<file path="src/rtl/ysyx_22040386_csr_ctrl_if.sv">
// Handshake and payload bundle between the decode stage and the machine-mode CSR sequencer.
// The decode/pipeline side uses the master modport and the CSR block uses the slave modport.
interface ysyx_22040386_csr_ctrl_if #(
    parameter int XLEN = 64
) ();
    logic            i_CSR_valid;
    logic            o_CSR_ready;
    logic [1:0]      i_CSR_state;
    logic            i_CSR_op_set;
    logic [11:0]     i_CSR_addr;
    logic [XLEN-1:0] i_CSR_wdata;
    logic [XLEN-1:0] i_CSR_pc;
    logic            o_CSR_done;
    logic [XLEN-1:0] o_CSR_rdata;
    logic            o_CSR_redirect;
    logic [XLEN-1:0] o_CSR_redirect_pc;
    logic            o_CSR_illegal;

    modport master (
        output i_CSR_valid, i_CSR_state, i_CSR_op_set, i_CSR_addr, i_CSR_wdata, i_CSR_pc,
        input  o_CSR_ready, o_CSR_done, o_CSR_rdata, o_CSR_redirect, o_CSR_redirect_pc, o_CSR_illegal
    );

    modport slave (
        input  i_CSR_valid, i_CSR_state, i_CSR_op_set, i_CSR_addr, i_CSR_wdata, i_CSR_pc,
        output o_CSR_ready, o_CSR_done, o_CSR_rdata, o_CSR_redirect, o_CSR_redirect_pc, o_CSR_illegal
    );
endinterface

</file>
<file path="src/rtl/ysyx_22040386_csr_ctrl.sv">
// Machine-mode CSR storage plus a 3-state sequencer for csrrw/csrrs, ecall trap entry and mret.
// state | meaning
// IDLE  | ready; latch payload on valid & ready with a non-zero op
// EXEC  | read old value, commit CSR update at the end of the cycle
// RESP  | done pulse with rdata / redirect / illegal, then back to IDLE
module ysyx_22040386_csr_ctrl #(
    parameter int              XLEN         = 64,
    parameter int unsigned     MCAUSE_ECALL = 11,
    parameter logic [XLEN-1:0] MTVEC_RST    = '0
) (
    input  logic                         i_CSR_clk,
    input  logic                         i_CSR_rst,
    ysyx_22040386_csr_ctrl_if.slave      csr_if
);
    typedef enum logic [1:0] {S_IDLE = 2'd0, S_EXEC = 2'd1, S_RESP = 2'd2} state_e;

    localparam logic [1:0] OP_RW    = 2'b01;
    localparam logic [1:0] OP_ECALL = 2'b10;
    localparam logic [1:0] OP_MRET  = 2'b11;

    localparam logic [XLEN-1:0] MSTATUS_RST = XLEN'(64'h1800);

    state_e state_q, state_d;

    logic [1:0]      op_q;
    logic            set_q;
    logic [11:0]     addr_q;
    logic [XLEN-1:0] wdata_q, pc_q;

    logic [XLEN-1:0] mstatus_q, mstatus_d;
    logic [XLEN-1:0] mie_q, mie_d;
    logic [XLEN-1:0] mtvec_q, mtvec_d;
    logic [XLEN-1:0] mscratch_q, mscratch_d;
    logic [XLEN-1:0] mepc_q, mepc_d;
    logic [XLEN-1:0] mcause_q, mcause_d;
    logic [XLEN-1:0] mcycle_q, mcycle_d;

    logic            ready_q, ready_d;
    logic            done_q, done_d;
    logic [XLEN-1:0] rdata_q, rdata_d;
    logic            redirect_q, redirect_d;
    logic [XLEN-1:0] redirect_pc_q, redirect_pc_d;
    logic            illegal_q, illegal_d;

    logic            accept;
    logic            csr_hit;
    logic [XLEN-1:0] csr_old;
    logic [XLEN-1:0] csr_new;
    logic            csr_we;

    // A no-op request (state 00) is swallowed: it never leaves IDLE.
    assign accept = csr_if.i_CSR_valid & ready_q & (csr_if.i_CSR_state != 2'b00);

    always_ff @(posedge i_CSR_clk or posedge i_CSR_rst) begin
        if (i_CSR_rst) begin
            state_q <= S_IDLE;
        end else begin
            state_q <= state_d;
        end
    end

    always_comb begin
        state_d = state_q;
        case (state_q)
            S_IDLE:  if (accept) state_d = S_EXEC;
            S_EXEC:  state_d = S_RESP;
            S_RESP:  state_d = S_IDLE;
            default: state_d = S_IDLE;
        endcase
    end

    always_ff @(posedge i_CSR_clk or posedge i_CSR_rst) begin
        if (i_CSR_rst) begin
            op_q    <= 2'b00;
            set_q   <= 1'b0;
            addr_q  <= 12'h000;
            wdata_q <= '0;
            pc_q    <= '0;
        end else if (accept) begin
            op_q    <= csr_if.i_CSR_state;
            set_q   <= csr_if.i_CSR_op_set;
            addr_q  <= csr_if.i_CSR_addr;
            wdata_q <= csr_if.i_CSR_wdata;
            pc_q    <= csr_if.i_CSR_pc;
        end
    end

    // mip is implemented but hardwired to zero.
    always_comb begin
        csr_hit = 1'b1;
        csr_old = '0;
        case (addr_q)
            12'h300: csr_old = mstatus_q;
            12'h304: csr_old = mie_q;
            12'h305: csr_old = mtvec_q;
            12'h340: csr_old = mscratch_q;
            12'h341: csr_old = mepc_q;
            12'h342: csr_old = mcause_q;
            12'h344: csr_old = '0;
            12'hB00: csr_old = mcycle_q;
            default: csr_hit = 1'b0;
        endcase
    end

    assign csr_new = set_q ? (csr_old | wdata_q) : wdata_q;
    assign csr_we  = (state_q == S_EXEC) && (op_q == OP_RW) && csr_hit &&
                     !(set_q && (wdata_q == '0));

    always_comb begin
        mstatus_d  = mstatus_q;
        mie_d      = mie_q;
        mtvec_d    = mtvec_q;
        mscratch_d = mscratch_q;
        mepc_d     = mepc_q;
        mcause_d   = mcause_q;
        mcycle_d   = mcycle_q + XLEN'(1);
        if (csr_we) begin
            case (addr_q)
                12'h300: mstatus_d  = csr_new;
                12'h304: mie_d      = csr_new;
                12'h305: mtvec_d    = {csr_new[XLEN-1:2], 2'b00};
                12'h340: mscratch_d = csr_new;
                12'h341: mepc_d     = {csr_new[XLEN-1:2], 2'b00};
                12'h342: mcause_d   = csr_new;
                12'hB00: mcycle_d   = csr_new;
                default: ;
            endcase
        end
        if (state_q == S_EXEC && op_q == OP_ECALL) begin
            mepc_d             = pc_q;
            mcause_d           = XLEN'(MCAUSE_ECALL);
            mstatus_d[7]       = mstatus_q[3];
            mstatus_d[3]       = 1'b0;
            mstatus_d[12:11]   = 2'b11;
        end
        if (state_q == S_EXEC && op_q == OP_MRET) begin
            mstatus_d[3]       = mstatus_q[7];
            mstatus_d[7]       = 1'b1;
            mstatus_d[12:11]   = 2'b00;
        end
    end

    always_ff @(posedge i_CSR_clk or posedge i_CSR_rst) begin
        if (i_CSR_rst) begin
            mstatus_q  <= MSTATUS_RST;
            mie_q      <= '0;
            mtvec_q    <= MTVEC_RST;
            mscratch_q <= '0;
            mepc_q     <= '0;
            mcause_q   <= '0;
            mcycle_q   <= '0;
        end else begin
            mstatus_q  <= mstatus_d;
            mie_q      <= mie_d;
            mtvec_q    <= mtvec_d;
            mscratch_q <= mscratch_d;
            mepc_q     <= mepc_d;
            mcause_q   <= mcause_d;
            mcycle_q   <= mcycle_d;
        end
    end

    // Response is computed in EXEC and registered so it is visible exactly during RESP.
    always_comb begin
        ready_d       = (state_d == S_IDLE);
        done_d        = 1'b0;
        rdata_d       = '0;
        redirect_d    = 1'b0;
        redirect_pc_d = '0;
        illegal_d     = 1'b0;
        if (state_q == S_EXEC) begin
            done_d = 1'b1;
            case (op_q)
                OP_RW: begin
                    rdata_d   = csr_old;
                    illegal_d = !csr_hit;
                end
                OP_ECALL: begin
                    redirect_d    = 1'b1;
                    redirect_pc_d = mtvec_q;
                end
                OP_MRET: begin
                    redirect_d    = 1'b1;
                    redirect_pc_d = mepc_q;
                end
                default: ;
            endcase
        end
    end

    always_ff @(posedge i_CSR_clk or posedge i_CSR_rst) begin
        if (i_CSR_rst) begin
            ready_q       <= 1'b1;
            done_q        <= 1'b0;
            rdata_q       <= '0;
            redirect_q    <= 1'b0;
            redirect_pc_q <= '0;
            illegal_q     <= 1'b0;
        end else begin
            ready_q       <= ready_d;
            done_q        <= done_d;
            rdata_q       <= rdata_d;
            redirect_q    <= redirect_d;
            redirect_pc_q <= redirect_pc_d;
            illegal_q     <= illegal_d;
        end
    end

    assign csr_if.o_CSR_ready       = ready_q;
    assign csr_if.o_CSR_done        = done_q;
    assign csr_if.o_CSR_rdata       = rdata_q;
    assign csr_if.o_CSR_redirect    = redirect_q;
    assign csr_if.o_CSR_redirect_pc = redirect_pc_q;
    assign csr_if.o_CSR_illegal     = illegal_q;
endmodule

</file>
<file path="src/flat_wrapper.sv">
// flat-port wrapper written by rule: the top's interface ports become plain ports
module ysyx_22040386_csr_ctrl_flat 
#(
    parameter int              XLEN         = 64,
    parameter int unsigned     MCAUSE_ECALL = 11,
    parameter logic [XLEN-1:0] MTVEC_RST    = '0
)
  (i_CSR_clk, i_CSR_rst, csr_if_i_CSR_valid, csr_if_i_CSR_state, csr_if_i_CSR_op_set, csr_if_i_CSR_addr, csr_if_i_CSR_wdata, csr_if_i_CSR_pc, csr_if_o_CSR_ready, csr_if_o_CSR_done, csr_if_o_CSR_rdata, csr_if_o_CSR_redirect, csr_if_o_CSR_redirect_pc, csr_if_o_CSR_illegal);
  ysyx_22040386_csr_ctrl_if #(.XLEN(XLEN)) csr_if_i ();
  input  logic i_CSR_clk;
  input  logic i_CSR_rst;
  input wire logic [$bits(csr_if_i.i_CSR_valid)-1:0] csr_if_i_CSR_valid;
  input wire logic [$bits(csr_if_i.i_CSR_state)-1:0] csr_if_i_CSR_state;
  input wire logic [$bits(csr_if_i.i_CSR_op_set)-1:0] csr_if_i_CSR_op_set;
  input wire logic [$bits(csr_if_i.i_CSR_addr)-1:0] csr_if_i_CSR_addr;
  input wire logic [$bits(csr_if_i.i_CSR_wdata)-1:0] csr_if_i_CSR_wdata;
  input wire logic [$bits(csr_if_i.i_CSR_pc)-1:0] csr_if_i_CSR_pc;
  output wire logic [$bits(csr_if_i.o_CSR_ready)-1:0] csr_if_o_CSR_ready;
  output wire logic [$bits(csr_if_i.o_CSR_done)-1:0] csr_if_o_CSR_done;
  output wire logic [$bits(csr_if_i.o_CSR_rdata)-1:0] csr_if_o_CSR_rdata;
  output wire logic [$bits(csr_if_i.o_CSR_redirect)-1:0] csr_if_o_CSR_redirect;
  output wire logic [$bits(csr_if_i.o_CSR_redirect_pc)-1:0] csr_if_o_CSR_redirect_pc;
  output wire logic [$bits(csr_if_i.o_CSR_illegal)-1:0] csr_if_o_CSR_illegal;
  assign csr_if_i.i_CSR_valid = csr_if_i_CSR_valid;
  assign csr_if_i.i_CSR_state = csr_if_i_CSR_state;
  assign csr_if_i.i_CSR_op_set = csr_if_i_CSR_op_set;
  assign csr_if_i.i_CSR_addr = csr_if_i_CSR_addr;
  assign csr_if_i.i_CSR_wdata = csr_if_i_CSR_wdata;
  assign csr_if_i.i_CSR_pc = csr_if_i_CSR_pc;
  assign csr_if_o_CSR_ready = csr_if_i.o_CSR_ready;
  assign csr_if_o_CSR_done = csr_if_i.o_CSR_done;
  assign csr_if_o_CSR_rdata = csr_if_i.o_CSR_rdata;
  assign csr_if_o_CSR_redirect = csr_if_i.o_CSR_redirect;
  assign csr_if_o_CSR_redirect_pc = csr_if_i.o_CSR_redirect_pc;
  assign csr_if_o_CSR_illegal = csr_if_i.o_CSR_illegal;
  ysyx_22040386_csr_ctrl #(.XLEN(XLEN), .MCAUSE_ECALL(MCAUSE_ECALL), .MTVEC_RST(MTVEC_RST)) u_core (.i_CSR_clk(i_CSR_clk), .i_CSR_rst(i_CSR_rst), .csr_if(csr_if_i));
endmodule
</file>
<file path="config.mk">
export PLATFORM = sky130hd
export DESIGN_NAME = ysyx_22040386_csr_ctrl_flat
export DESIGN_NICKNAME = d
export VERILOG_FILES = /design/src/rtl/ysyx_22040386_csr_ctrl_if.sv /design/src/rtl/ysyx_22040386_csr_ctrl.sv /design/src/flat_wrapper.sv
export SDC_FILE = /design/constraint.sdc
export NUM_CORES = 2
export LEC_CHECK = 0
export ABC_AREA = 1
export CAP_MARGIN = 0
export CORE_MARGIN = 2
export CORE_UTILIZATION = 36
export DETAILED_ROUTE_END_ITERATION = 8
export GPL_ROUTABILITY_DRIVEN = 0
export PLACE_DENSITY_LB_ADDON = 0.15
export SYNTH_ARGS = -nofsm -noshare
export SYNTH_HDL_FRONTEND = slang
export SYNTH_SLANG_ARGS = --single-unit
</file>
<file path="constraint.sdc">
create_clock -name i_CSR_clk -period 56 [get_ports i_CSR_clk]
set_input_delay 14 -clock i_CSR_clk [delete_from_list [all_inputs] [get_ports i_CSR_clk]]
set_output_delay 14 -clock i_CSR_clk [all_outputs]
set_load 0.01 [all_outputs]
</file>
==> flow_summary.toml <==
[worst_hold_path]
hp-class = "reg -> reg"
min_to = "u_core.state_q[0]$_DFF_PP0_"
whs_path_depth = 1
min_from = "u_core.state_q[0]$_DFF_PP0_"

[cells_and_area]
nNetsFinal = 4689
layout_commonest_cell = "nand2_1"
mostFrequentLayoutCells = "nand2_1 (1480), dfrtp_1 (718), nand3_1 (555), nor2_1 (345), clkdlybuf4s50_1 (277)"
fin_util = 0.430
drive_above_1_share = 0.0523
diodes = 0
finalNonFillerCells = 5873
postLayoutCellArea_mm2 = 0.0408
area_delta_synth_final_pct = 18.5

[critical_path]
worst_setup_path_end_kind = "asynchronous set/reset pin"
rrSetupSlack_ns = 51.30
crit_chain = "clkdlybuf4s50_1, inv_8, buf_4, buf_12, buf_4"
critical-path-max-stage-delay_ns = 0.86
cp_slowest_cell = "buf_4"
critPathArrivalTime_ns = 17.51
crit_path_start_kind = "primary input"
worstSetupPathType = "in -> async"
required_ns = 56.61
path_max_fanout = 138
crit_top_cell = "buf_4"
cp_top_family = "buffers and inverters"
cp.buffers_inverters = 5
startpoint = "i_CSR_rst"
worstReg2RegEnd = "u_core.mcause_q[31]$_DFFE_PP0P_"
reg2reg_from = "u_core.addr_q[10]$_DFFE_PP0P_"
r2r_cells = 11

[detailed_routing]
drtIter0Drc = 2511
wire_per_inst_um = 20.4
wirelength_um = 120000
drt_first_pass_iters = 6
via_count = 30100
drc = 0
postRouteAntennaNets = 0
avgViaCountPerCell = 5.13

[logic_synthesis]
avgSynthCellArea_um2 = 7.82
synth.area.top_cells = "dfrtp_1 (52%), nand2_1 (16%), nand3_1 (8.1%)"
synth_area_mm2 = 0.0344
ys_seq_elements = 722
syn_nets = 4546
synth_top_area_frac = 0.523
syn_inst = 4399
ys_seq_area_frac = 0.525
synth_warnings = 0
ys.flop_type = "dfrtp_1"
synth_top_cell_by_area = "dfrtp_1"
synth-async-reset-ratio = 1.00
synth_edf_count = 0
ys_types = 39

[timing]
setup_viol = 0
slew_violations = 0
layout_setup_ws_ns = 39.10
period_needed_ns = 16.90
relSlewSlack = 0.182
worst_pin_slew_ns = 1.23
rsz0062_at_grt = "false"
holdWs_ns = 0.445
period_share = 0.302
clock_skew_ns = 0.0270
hold_violations = 0
fmax_mhz = 59.2
fin_setup_tns_ns = 0

[global_route]
grt_max_degree = 221
grt_util_met1 = 0.340
grt_use_met2 = 0.397
grt_overflow = 0
busiest_layer = "met2"
grt_pass1_vias = 29400
gr-usage-met3 = 0.0302
grt_pass1_wl_um = 184000
grt_usage = 0.244
antenna_found_initial = 0

[clock_tree]
hold_buffers = 0
path_clk_slew_ns = 0.06
post_cts_resized = 0
ctsHtreeMaxLevel = 3
post_cts_buffers = 0
clock_sinks = 722
clk_path_buf_depth = 3
cts_tree = "built"
cts_buffers = 82
insertion_delay_ns = 0.65
cts_root_buf = "clkbuf_16"

[power_and_ir_drop]
powerDensity_mw_per_mm2 = 35.9
p_leak_nw = 19.4
p_total_mw = 1.47
ir_worst_vdd_mv = 0.0210

[placed_design]
dp.cells = 5723
post_dp_cell_area_mm2 = 0.0379
detailedPlace.worstSlack_ns = 38.22
place.port_buffers = 277
dpl.hpwl_um = 77500

[floorplan]
num_rows = 113
start_util = 0.363
die_h_um = 313
io_pins = 278
dieArea_mm2 = 0.0981
die_w_um = 313
core_mm2 = 0.0949

[job]
max-cap-violations = 0

[status]
status = "completed"
[cell families after synthesis]
| group | Yosys count | share of synthesized area |
|---|---|---|
| buf+inv | 541 | 0.0666 |
| compound gates | 588 | 0.0915 |
| simple gates | 2495 | 0.303 |
| xor+xnor | 52 | 0.0132 |
| fa+ha+maj | 1 | 0.000364 |
| flops | 722 | 0.525 |
[cell type report]
class                           count  area [µm²]
Sequential cell                   722       18100
Tap cell                         1265        1580
Fill cell                        9720       54100
Clock inverter                     30         404
Inverter                          282        1080
Multi-Input combinational cell   3136       14100
Clock buffer                      120        2430
Timing Repair Buffer              318        3110
[worst max-delay path by stage]
stage	slack, ns	end	cells past startpoint
floorplan	21.75	u_core.addr_q[0]$_DFFE_PP0P_	1
global placement	38.19	u_core.wdata_q[46]$_DFFE_PP0P_	5
detailed placement	38.22	u_core.wdata_q[46]$_DFFE_PP0P_	5
CTS	38.90	u_core.wdata_q[46]$_DFFE_PP0P_	5
global route	38.52	u_core.wdata_q[46]$_DFFE_PP0P_	5
finish	39.10	u_core.wdata_q[46]$_DFFE_PP0P_	5
[per-layer routing]
layer / wire, µm / vias to the layer above
met3: 5910 / 178
met4: 3360 / 0
met1: 54300 / 14600
met5: 0 / -
met2: 56200 / 836
li1: - / 14500
[power by group]
group / internal [mW] / switching (mW) / total [mW]
clock network: 0.343 / 0.224 / 0.567
registers: 0.584 / 0.0400 / 0.624
logic: 0.0683 / 0.206 / 0.274
total: 0.995 / 0.470 / 1.47
[flip-flops by register name, indices dropped and copies added, names as in the netlist]
register                         cells
u_core.mstatus_q                    64
u_core.csr_if.o_CSR_redirect         1
u_core.wdata_q                      64
u_core.mscratch_q                   64
u_core.state_q                       1
u_core.csr_if.o_CSR_rdata           64
u_core.mie_q                        64
u_core.mtvec_q                      62
u_core.pc_q                         64
u_core.mcycle_q                     64
u_core.csr_if.o_CSR_done             1
u_core.csr_if.o_CSR_ready            1
u_core.csr_if.o_CSR_redirect_pc     64
u_core.csr_if.o_CSR_illegal          1
u_core.op_q                          2
u_core.mcause_q                     64
u_core.set_q                         1
u_core.mepc_q                       64
u_core.addr_q                       12
[cell usage after synthesis (all sizes together), types with 2 or more instances]
master / count
nand3: 560
nor4: 3
clkbuf: 133
nor3: 38
a21oi: 64
xnor2: 24
a22o: 53
nand3b: 8
dfstp: 3
dfrtp: 719
nand4: 28
nor2: 361
buf: 126
o22ai: 2
nand2: 1493
o21ai: 468
inv: 282
xor2: 28
No activity file was read; power rests on OpenSTA's default activity.
